$ cat src/rtl/hazard_if.sv
// hazard_if: hazard controller bundle; slave = controller (pipeline inputs in, stall/flush/pc_sel/counters out), master = pipeline side
interface hazard_if #(parameter int CNT_W = 16);
  logic [31:0] ir_ID;
  logic memread_EX;
  logic [4:0] rd_EX;
  logic mdu_start_EX;
  logic mdu_done;
  logic taken_MEM;
  logic BP_ID;
  logic [1:0] pc_sel;
  logic stall;
  logic stall_EX;
  logic flush_IFID;
  logic flush_IDEX;
  logic flush_EXMEM;
  logic mdu_kill;
  logic [1:0] busy_state;
  logic [CNT_W-1:0] stall_cnt;
  logic [CNT_W-1:0] flush_cnt;
  modport master (
    output ir_ID, memread_EX, rd_EX, mdu_start_EX, mdu_done, taken_MEM, BP_ID,
    input pc_sel, stall, stall_EX, flush_IFID, flush_IDEX, flush_EXMEM, mdu_kill, busy_state,
          stall_cnt, flush_cnt
  );
  modport slave (
    input ir_ID, memread_EX, rd_EX, mdu_start_EX, mdu_done, taken_MEM, BP_ID,
    output pc_sel, stall, stall_EX, flush_IFID, flush_IDEX, flush_EXMEM, mdu_kill, busy_state,
           stall_cnt, flush_cnt
  );
endinterface

$ cat src/rtl/hazard_ctrl.sv
// hazard_ctrl: RV32 5-stage hazard/flush FSM; clk, rst (sync, active-high), h (hazard_if.slave: ir/load/MDU/branch in; pc_sel, stalls, flushes, mdu_kill, busy_state, saturating counters out)
module hazard_ctrl #(
  parameter int LOAD_STALL_CYC = 1,
  parameter int CNT_W = 16
) (
  input logic clk,
  input logic rst,
  hazard_if.slave h
);
  typedef enum logic [1:0] {IDLE = 2'd0, LU_STALL = 2'd1, MDU_WAIT = 2'd2} state_t;
  localparam logic [2:0] LU_INIT = 3'(LOAD_STALL_CYC - 1);
  state_t state_q, state_d;
  logic [2:0] lu_q, lu_d;
  logic [CNT_W-1:0] stall_cnt_q, stall_cnt_d, flush_cnt_q, flush_cnt_d;
  logic [6:0] opc;
  logic use_rs1, use_rs2, lu_haz, mdu_wait;
  logic rd_o, md_o, lu_o, bp_o;
  logic unused_ir;
  assign unused_ir = ^{h.ir_ID[31:25], h.ir_ID[14:7]};
  assign opc = h.ir_ID[6:0];
  assign use_rs1 = !(opc inside {7'b0110111, 7'b0010111, 7'b1101111});
  assign use_rs2 = opc inside {7'b0110011, 7'b0100011, 7'b1100011};
  assign lu_haz = h.memread_EX && h.rd_EX != 5'd0 &&
                  ((use_rs1 && h.rd_EX == h.ir_ID[19:15]) || (use_rs2 && h.rd_EX == h.ir_ID[24:20]));
  // start with done in the same cycle is a single-cycle op and never waits
  assign mdu_wait = h.mdu_start_EX && !h.mdu_done;
  assign stall_cnt_d = (h.stall && !(&stall_cnt_q)) ? stall_cnt_q + CNT_W'(1) : stall_cnt_q;
  assign flush_cnt_d = (h.taken_MEM && !(&flush_cnt_q)) ? flush_cnt_q + CNT_W'(1) : flush_cnt_q;
  always_ff @(posedge clk) begin
    if (rst) begin
      state_q <= IDLE;
      lu_q <= '0;
      stall_cnt_q <= '0;
      flush_cnt_q <= '0;
    end else begin
      state_q <= state_d;
      lu_q <= lu_d;
      stall_cnt_q <= stall_cnt_d;
      flush_cnt_q <= flush_cnt_d;
    end
  end
  always_comb begin
    state_d = state_q;
    lu_d = lu_q;
    if (h.taken_MEM) begin
      state_d = IDLE;
      lu_d = '0;
    end else begin
      case (state_q)
        IDLE: begin
          if (mdu_wait) state_d = MDU_WAIT;
          else if (lu_haz && LOAD_STALL_CYC > 1) begin
            state_d = LU_STALL;
            lu_d = LU_INIT;
          end
        end
        LU_STALL: begin
          lu_d = lu_q - 3'd1;
          state_d = lu_q == 3'd1 ? IDLE : LU_STALL;
        end
        MDU_WAIT: state_d = h.mdu_done ? IDLE : MDU_WAIT;
        default: state_d = IDLE;
      endcase
    end
  end
  // one decision per cycle: redirect > MDU > load-use > BP > sequential
  always_comb begin
    rd_o = !rst && h.taken_MEM;
    md_o = !rst && !h.taken_MEM &&
           ((state_q == IDLE && mdu_wait) || (state_q == MDU_WAIT && !h.mdu_done));
    lu_o = !rst && !h.taken_MEM &&
           ((state_q == IDLE && !mdu_wait && lu_haz) || state_q == LU_STALL);
    bp_o = !rst && !h.taken_MEM && state_q == IDLE && !mdu_wait && !lu_haz && h.BP_ID;
    h.pc_sel = rd_o ? 2'b01 : (md_o || lu_o) ? 2'b11 : bp_o ? 2'b10 : 2'b00;
    h.stall = md_o || lu_o;
    h.stall_EX = md_o;
    h.flush_IFID = rd_o || bp_o;
    h.flush_IDEX = rd_o || lu_o;
    h.flush_EXMEM = rd_o || md_o;
    h.mdu_kill = rd_o && state_q == MDU_WAIT;
    h.busy_state = state_q;
    h.stall_cnt = stall_cnt_q;
    h.flush_cnt = flush_cnt_q;
  end
endmodule
$ cat src/flat_wrapper.sv
// flat-port wrapper written by rule: the top's interface ports become plain ports
module hazard_ctrl_flat 
#(
  parameter int LOAD_STALL_CYC = 1,
  parameter int CNT_W = 16
)
  (clk, rst, h_ir_ID, h_memread_EX, h_rd_EX, h_mdu_start_EX, h_mdu_done, h_taken_MEM, h_BP_ID, h_pc_sel, h_stall, h_stall_EX, h_flush_IFID, h_flush_IDEX, h_flush_EXMEM, h_mdu_kill, h_busy_state, h_stall_cnt, h_flush_cnt);
  hazard_if #(.CNT_W(CNT_W)) h_i ();
  input logic clk;
  input logic rst;
  input wire logic [$bits(h_i.ir_ID)-1:0] h_ir_ID;
  input wire logic [$bits(h_i.memread_EX)-1:0] h_memread_EX;
  input wire logic [$bits(h_i.rd_EX)-1:0] h_rd_EX;
  input wire logic [$bits(h_i.mdu_start_EX)-1:0] h_mdu_start_EX;
  input wire logic [$bits(h_i.mdu_done)-1:0] h_mdu_done;
  input wire logic [$bits(h_i.taken_MEM)-1:0] h_taken_MEM;
  input wire logic [$bits(h_i.BP_ID)-1:0] h_BP_ID;
  output wire logic [$bits(h_i.pc_sel)-1:0] h_pc_sel;
  output wire logic [$bits(h_i.stall)-1:0] h_stall;
  output wire logic [$bits(h_i.stall_EX)-1:0] h_stall_EX;
  output wire logic [$bits(h_i.flush_IFID)-1:0] h_flush_IFID;
  output wire logic [$bits(h_i.flush_IDEX)-1:0] h_flush_IDEX;
  output wire logic [$bits(h_i.flush_EXMEM)-1:0] h_flush_EXMEM;
  output wire logic [$bits(h_i.mdu_kill)-1:0] h_mdu_kill;
  output wire logic [$bits(h_i.busy_state)-1:0] h_busy_state;
  output wire logic [$bits(h_i.stall_cnt)-1:0] h_stall_cnt;
  output wire logic [$bits(h_i.flush_cnt)-1:0] h_flush_cnt;
  assign h_i.ir_ID = h_ir_ID;
  assign h_i.memread_EX = h_memread_EX;
  assign h_i.rd_EX = h_rd_EX;
  assign h_i.mdu_start_EX = h_mdu_start_EX;
  assign h_i.mdu_done = h_mdu_done;
  assign h_i.taken_MEM = h_taken_MEM;
  assign h_i.BP_ID = h_BP_ID;
  assign h_pc_sel = h_i.pc_sel;
  assign h_stall = h_i.stall;
  assign h_stall_EX = h_i.stall_EX;
  assign h_flush_IFID = h_i.flush_IFID;
  assign h_flush_IDEX = h_i.flush_IDEX;
  assign h_flush_EXMEM = h_i.flush_EXMEM;
  assign h_mdu_kill = h_i.mdu_kill;
  assign h_busy_state = h_i.busy_state;
  assign h_stall_cnt = h_i.stall_cnt;
  assign h_flush_cnt = h_i.flush_cnt;
  hazard_ctrl #(.LOAD_STALL_CYC(LOAD_STALL_CYC), .CNT_W(CNT_W)) u_core (.clk(clk), .rst(rst), .h(h_i));
endmodule
$ cat config.mk
export PLATFORM = sky130hd
export DESIGN_NAME = hazard_ctrl_flat
export DESIGN_NICKNAME = d
export VERILOG_FILES = /design/src/rtl/hazard_if.sv /design/src/rtl/hazard_ctrl.sv /design/src/flat_wrapper.sv
export SDC_FILE = /design/constraint.sdc
export NUM_CORES = 1
export LEC_CHECK = 0
export ABC_AREA = 1
export BUFFER_PORTS_ARGS = -buffer_cell sky130_fd_sc_hd__buf_2
export CORE_MARGIN = 2
export CORE_UTILIZATION = 49
export DETAILED_ROUTE_END_ITERATION = 12
export GPL_TIMING_DRIVEN = 1
export MAX_ROUTING_LAYER = met4
export PLACE_DENSITY = 0.78
export SLEW_MARGIN = 0
export SYNTH_ARGS = -nofsm -noshare
export SYNTH_HDL_FRONTEND = slang
export SYNTH_SLANG_ARGS = --single-unit
$ cat constraint.sdc
create_clock -name clk -period 3.1 [get_ports clk]
set_clock_uncertainty 0.15 [all_clocks]
set_input_delay 0.93 -clock clk [delete_from_list [all_inputs] [get_ports clk]]
set_output_delay 0.93 -clock clk [all_outputs]
set_load 0.1 [all_outputs]
# Word level (Yosys, flattened, before mapping)
# Index checks and enable logic that the tools add are counted.
classes:
  n_addsub: 3
  eq_ne: 12
  muxes: 7
  reduce_logical: 42
ops:
  columns: ["op", "count"]
  rows:
  - ["$add 16x1->16 const B", 2]
  - ["$reduce_and 16->1", 2]
  - ["$eq 7x6->1 const B", 3]
  - ["$logic_and 1x1->1", 20]
  - ["$eq 7x7->1 const B", 2]
  - ["$eq 5x5->1", 2]
  - ["$mux 2", 5]
  - ["$logic_not 1->1", 8]
  - ["$eq 7x5->1 const B", 1]
  - ["$logic_or 1x1->1", 7]
  - ["$pmux 2 s3", 1]
  - ["$reduce_bool 3->1", 2]
  - ["$reduce_bool 5->1", 1]
  - ["$eq 3x1->1 const B", 1]
  - ["$sub 3x1->3 const B", 1]
  - ["$eq 2x1->1 const B", 1]
  - ["$eq 2x2->1 const B", 1]
  - ["$logic_not 2->1", 1]
  - ["$ne 2x1->1 const B", 1]
  - ["$reduce_or 2->1", 1]
  - ["$mux 1", 1]
word_totals:
  ff_bits: 37
  out_inout_bits: 42
  word_cells: 68

# Depth between registers and ports, before layout
logic_depth:
  ltp_word: 12
  depth_mapped: 15

# Worst setup path after synthesis
# OpenSTA, ideal clock, no wires.
synth_path:
  path_type: "register to output"
  startpoint: "register u_core.state_q[1] (netlist: u_core.h.busy_state[1])"
  endpoint: "output port h_pc_sel[0]"
  t_arrival_ns: 3.566
  path_slack_ns: -1.546
  stages_incl_launch_ff: 8
  n_path_buf: 1
  path_cell_list: "dfxtp_1 -> nor2_1 -> nor4_4 -> inv_2 -> nand3_4 -> buf_6 -> inv_1 -> nand2_1"
synth_rtl:
  columns: ["element", "line_no", "rtl"]
  rows:
  - ["start: declaration", "hazard_ctrl.sv:12", "state_t state_q, state_d;"]
  - ["start signal: assignment", "hazard_ctrl.sv:36", "state_q <= state_d;"]
  - ["$eq 2x2->1 or $logic_not 2->1 (tied branches)", "hazard_ctrl.sv:70", "((state_q == IDLE && mdu_wait) || (state_q == MDU_WAIT && !h.mdu_done));"]
  - ["$logic_and 1x1->1", "hazard_ctrl.sv:70", null]
  - ["$logic_or 1x1->1 *", "hazard_ctrl.sv:70", null]
  - ["$logic_and 1x1->1 *", "hazard_ctrl.sv:69", "md_o = !rst && !h.taken_MEM &&"]
  - ["net h_stall_EX", "flat_wrapper.sv:20", "output wire logic [$bits(h_i.stall_EX)-1:0] h_stall_EX;"]
  - ["$logic_or 1x1->1 *", null, null]
  - ["net h_stall", "flat_wrapper.sv:19", "output wire logic [$bits(h_i.stall)-1:0] h_stall;"]
  - ["$mux 2 * (2 in a row)", "hazard_ctrl.sv:74", "h.pc_sel = rd_o ? 2'b01 : (md_o || lu_o) ? 2'b11 : bp_o ? 2'b10 : 2'b00;"]
  - ["end: declaration", "flat_wrapper.sv:18", "output wire logic [$bits(h_i.pc_sel)-1:0] h_pc_sel;"]
# The timed path passes the listed nets; every way through them passes the cells marked *.

# Worst setup path after layout
layout_path:
  startpoint: "input port h_ir_ID[23]"
  endpoint: "output port h_pc_sel[1]"
layout_via:
  elab_chain_cells: 10
layout_lines:
  columns: ["element", "line_no", "rtl"]
  rows:
  - ["start: declaration", "flat_wrapper.sv:11", "input wire logic [$bits(h_i.ir_ID)-1:0] h_ir_ID;"]
  - ["$eq 5x5->1 *", "hazard_ctrl.sv:24", "((use_rs1 && h.rd_EX == h.ir_ID[19:15]) || (use_rs2 && h.rd_EX == h.ir_ID[24:20]));"]
  - ["$logic_and 1x1->1 *", "hazard_ctrl.sv:24", null]
  - ["$logic_or 1x1->1 *", "hazard_ctrl.sv:24", null]
  - ["$logic_and 1x1->1 *", "hazard_ctrl.sv:23", "assign lu_haz = h.memread_EX && h.rd_EX != 5'd0 &&"]
  - ["$logic_not 1->1 or $logic_and 1x1->1 (tied branches)", "hazard_ctrl.sv:73, hazard_ctrl.sv:72", null]
  - ["$logic_and 1x1->1 or $logic_or 1x1->1 (tied branches)", "hazard_ctrl.sv:73, hazard_ctrl.sv:72", null]
  - ["$logic_and 1x1->1, on equally long branches", "hazard_ctrl.sv:73, hazard_ctrl.sv:71", null]
  - ["$mux 2 or $logic_or 1x1->1 (tied branches)", "hazard_ctrl.sv:74", null]
  - ["$mux 2 * (2 in a row)", "hazard_ctrl.sv:74", null]
# Every way passes the cells marked *; elsewhere a longest branch is shown, timed or not.

==> results.toml <==
[outcome]
status = "complete, but fails checks"
violations = "negative setup slack"

[logic_synthesis]
syn_area_um2 = 2300
synth_seq_cells = 37
synth.distinct_cells = 32
syn_nets = 398
ys_seq_area_frac = 0.322
ys.warnings.count = 0
synthCells = 350
synth.avg_cell_area_um2 = 6.56

[drt]
routedWlPerCell_um = 12.7
firstDrtPassIters = 4
routed_wl_mm = 6.15
drt.antenna.violating_nets = 0
vias_per_cell = 5.17
drt_iter0_drc = 119
vias = 2512
drcViolationCount = 0

[critical_path]
crit_chain = "buf_6, xnor2_2, nand2_1, nor2_1, nand2_1, nand2_2, nand3_4, nand3_4, clkinvlp_4, nand2_8, buf_12"
slowest_delay_ns = 0.18
crit_fanout = 2
crit_required_ns = 2.02
start_kind = "input pin"
crit_path_end_kind = "output pin"
slowest_stage = "clkinvlp_4"
critPathArrivalTime_ns = 2.18
critPathKind = "in -> out"

[global_route]
met2_usage = 0.449
grt_max_degree = 22
grt_use_met1 = 0.266
first_global_vias = 2258
grt_pass1_wl_mm = 9.92
grt_overflow_total = 0
grt_busiest_layer = "met2"
met3_usage = 0.0458
grt_use_total = 0.246
antenna_found_initial = 0

[floorplan]
io_pins = 86
initial_utilization = 0.517
dieHeight_um = 72.5
fp.dieW_um = 72.5
core_area_um2 = 4440
rows = 24
dieArea_um2 = 5250

[clocking]
cts_max_level = 2
clock_latency_ns = 0.29
cts_buffers = 5
ctsHoldBuffers = 0
clock_sinks = 37
clkSlewWorstSetupHoldPaths_ns = 0.07
clockBufferDepth = 2
tritoncts = "done"
root_buffer = "clkbuf_8"

[pwr]
p_comb_frac = 0.216
vdd_drop_max_mv = 0.300
swShare = 0.308
p_int_w = 0.000717
p_seq_frac = 0.467
leakagePower_nw = 1.47
p_total_w = 0.00104
power.density_nw_per_um2 = 328
p_sw_w = 0.000320
clkPwrFrac = 0.317

[timing]
min_period_ns = 3.26
max_slew_margin = 0.675
layout_setup_ws_ns = -0.161
worst_pin_slew_ns = 0.491
slew_viol_final = 0
fmax_ghz = 0.307
setup-violations-final = 5
rsz0062_at_grt = "true"
hold_viol = 0
timing.final.crit_share = 1.05
finalSetupTns_ns = -0.667

[placement]
io_buffers = 70
placed_area_um2 = 2910
gp_congestion = 0.858
dp_hpwl_mm = 4.30

[finish]
post-route-util = 0.710
nNetsFinal = 481
nFillCells = 370
drive_gt1_frac = 0.293
stdcell_area_um2 = 3160
n_antenna_cell = 0
synthToLayoutAreaGrowth_pct = 37.4

[job]
cap_violations = 0

[min_path]
hold_path.class = "reg -> reg"
## Yosys cell counts (all sizes together)
cell type,n,share of area
nand2,90,0.15
inv,49,0.080
nor2,44,0.080
dfxtp,37,0.32
nand3,33,0.082
a21oi,26,0.057
o21ai,13,0.028
nor3,11,0.026
xor2,10,0.038
xnor2,9,0.034
buf,6,0.025
nand4,6,0.016
ha,4,0.022
nor4,4,0.017
and2,1,0.0038
and3,1,0.0027
clkbuf,1,0.0016
clkinv,1,0.0016
nand3b,1,0.0033
nor3b,1,0.0033
o21a,1,0.0033
o21bai,1,0.0033
## power groups by stage
stage	logic, W	clock network (W)	registers [W]
6_report	0.000224	0.000329	0.000483
4_1_cts	0.000218	0.000336	0.000483
5_1_grt	0.000236	0.000351	0.000484
3_3_place_gp	0.000195	0	0.000494
2_1_floorplan	0.000105	0	0.000522
3_5_place_dp	0.000200	0	0.000494
## sequential cells by signal (all words and copies together), names as in the netlist
signal               cells
u_core.h.busy_state      2
u_core.h.flush_cnt      16
u_core.h.stall_cnt      16
u_core.lu_q              3
## path summary, 6_finish.rpt
| path | cells after the start | to | start | slack (ns) |
|---|---|---|---|---|
| max | 11 | h_pc_sel[1] | h_ir_ID[23] | -0.16 |
| min reg2reg | 2 | u_core.h.busy_state[0] | u_core.lu_q[2] | 0.33 |
| min | 2 | u_core.h.busy_state[0] | u_core.lu_q[2] | 0.33 |
| max reg2reg | 10 | u_core.h.stall_cnt[1] | u_core.h.stall_cnt[0] | 0.98 |
## layout make-up
type / instances / area [um2] / share of cell area
clock buffer: 6 / 72.6 / 0.0230
tap: 52 / 65.1 / 0.0206
timing repair buffer: 83 / 631 / 0.200
sequential: 37 / 743 / 0.235
multi-input combinational: 256 / 1440 / 0.457
clock inverter: 2 / 10.0 / 0.00317
inverter: 50 / 191 / 0.0606
## cell families (layout without fill, tap and decap cells)
kind of cell,Yosys count,in the layout,share of synthesized area
AO/OA/AOI/OAI,41,41,0.0915
XOR/XNOR,19,19,0.0724
adder cells (fa/ha/maj),4,4,0.0218
buffers and inverters,57,141,0.108
flip-flops,37,37,0.322
AND/OR/NAND/NOR,192,192,0.383
## cell usage in the layout, fill, tap and decap left out, drive strengths merged
cell type,count
a21oi,26
and2,1
and3,1
buf,83
clkbuf,6
clkinv,3
clkinvlp,1
dfxtp,37
ha,4
inv,48
nand2,90
nand3,33
nand3b,1
nand4,6
nor2,44
nor3,11
nor3b,1
nor4,4
o21a,1
o21ai,13
o21bai,1
xnor2,9
xor2,10
## worst max-delay path, delay by kind of cell
family	cells	cell delay (ns)
xor gates and xnor gates	1	0.14
buffers and inverters	3	0.45
and+or+nand+nor	7	0.64
## metrics by stage
| step | setup slack, ns | hold slack (ns) | instances |
|---|---|---|---|
| final | -0.161 | 0.327 | 486 |
| after global routing | -0.272 | 0.347 | 486 |
| after CTS | -0.121 | 0.325 | 483 |
| after detailed placement | -0.247 | 0.314 | 475 |
| after global placement | -0.209 | 0.308 | 475 |
| after floorplan | -1.11 | 0.289 | 350 |
## routing by layer
metal | wire length (um) | vias to the layer above
met4 | 131 | 0
met1 | 2530 | 1154
met5 | 0 | -
met3 | 323 | 12
li1 | - | 1281
met2 | 3170 | 65
## what timing repair did
item | 4_1_cts | 5_1_grt
pin swaps | 22 | 3
gates resized for setup | 25 | 4
buffers inserted | 1 | 3
endpoints found under the setup margin | 5 | 5
Note: power is estimated with default switching activity, not from simulation.
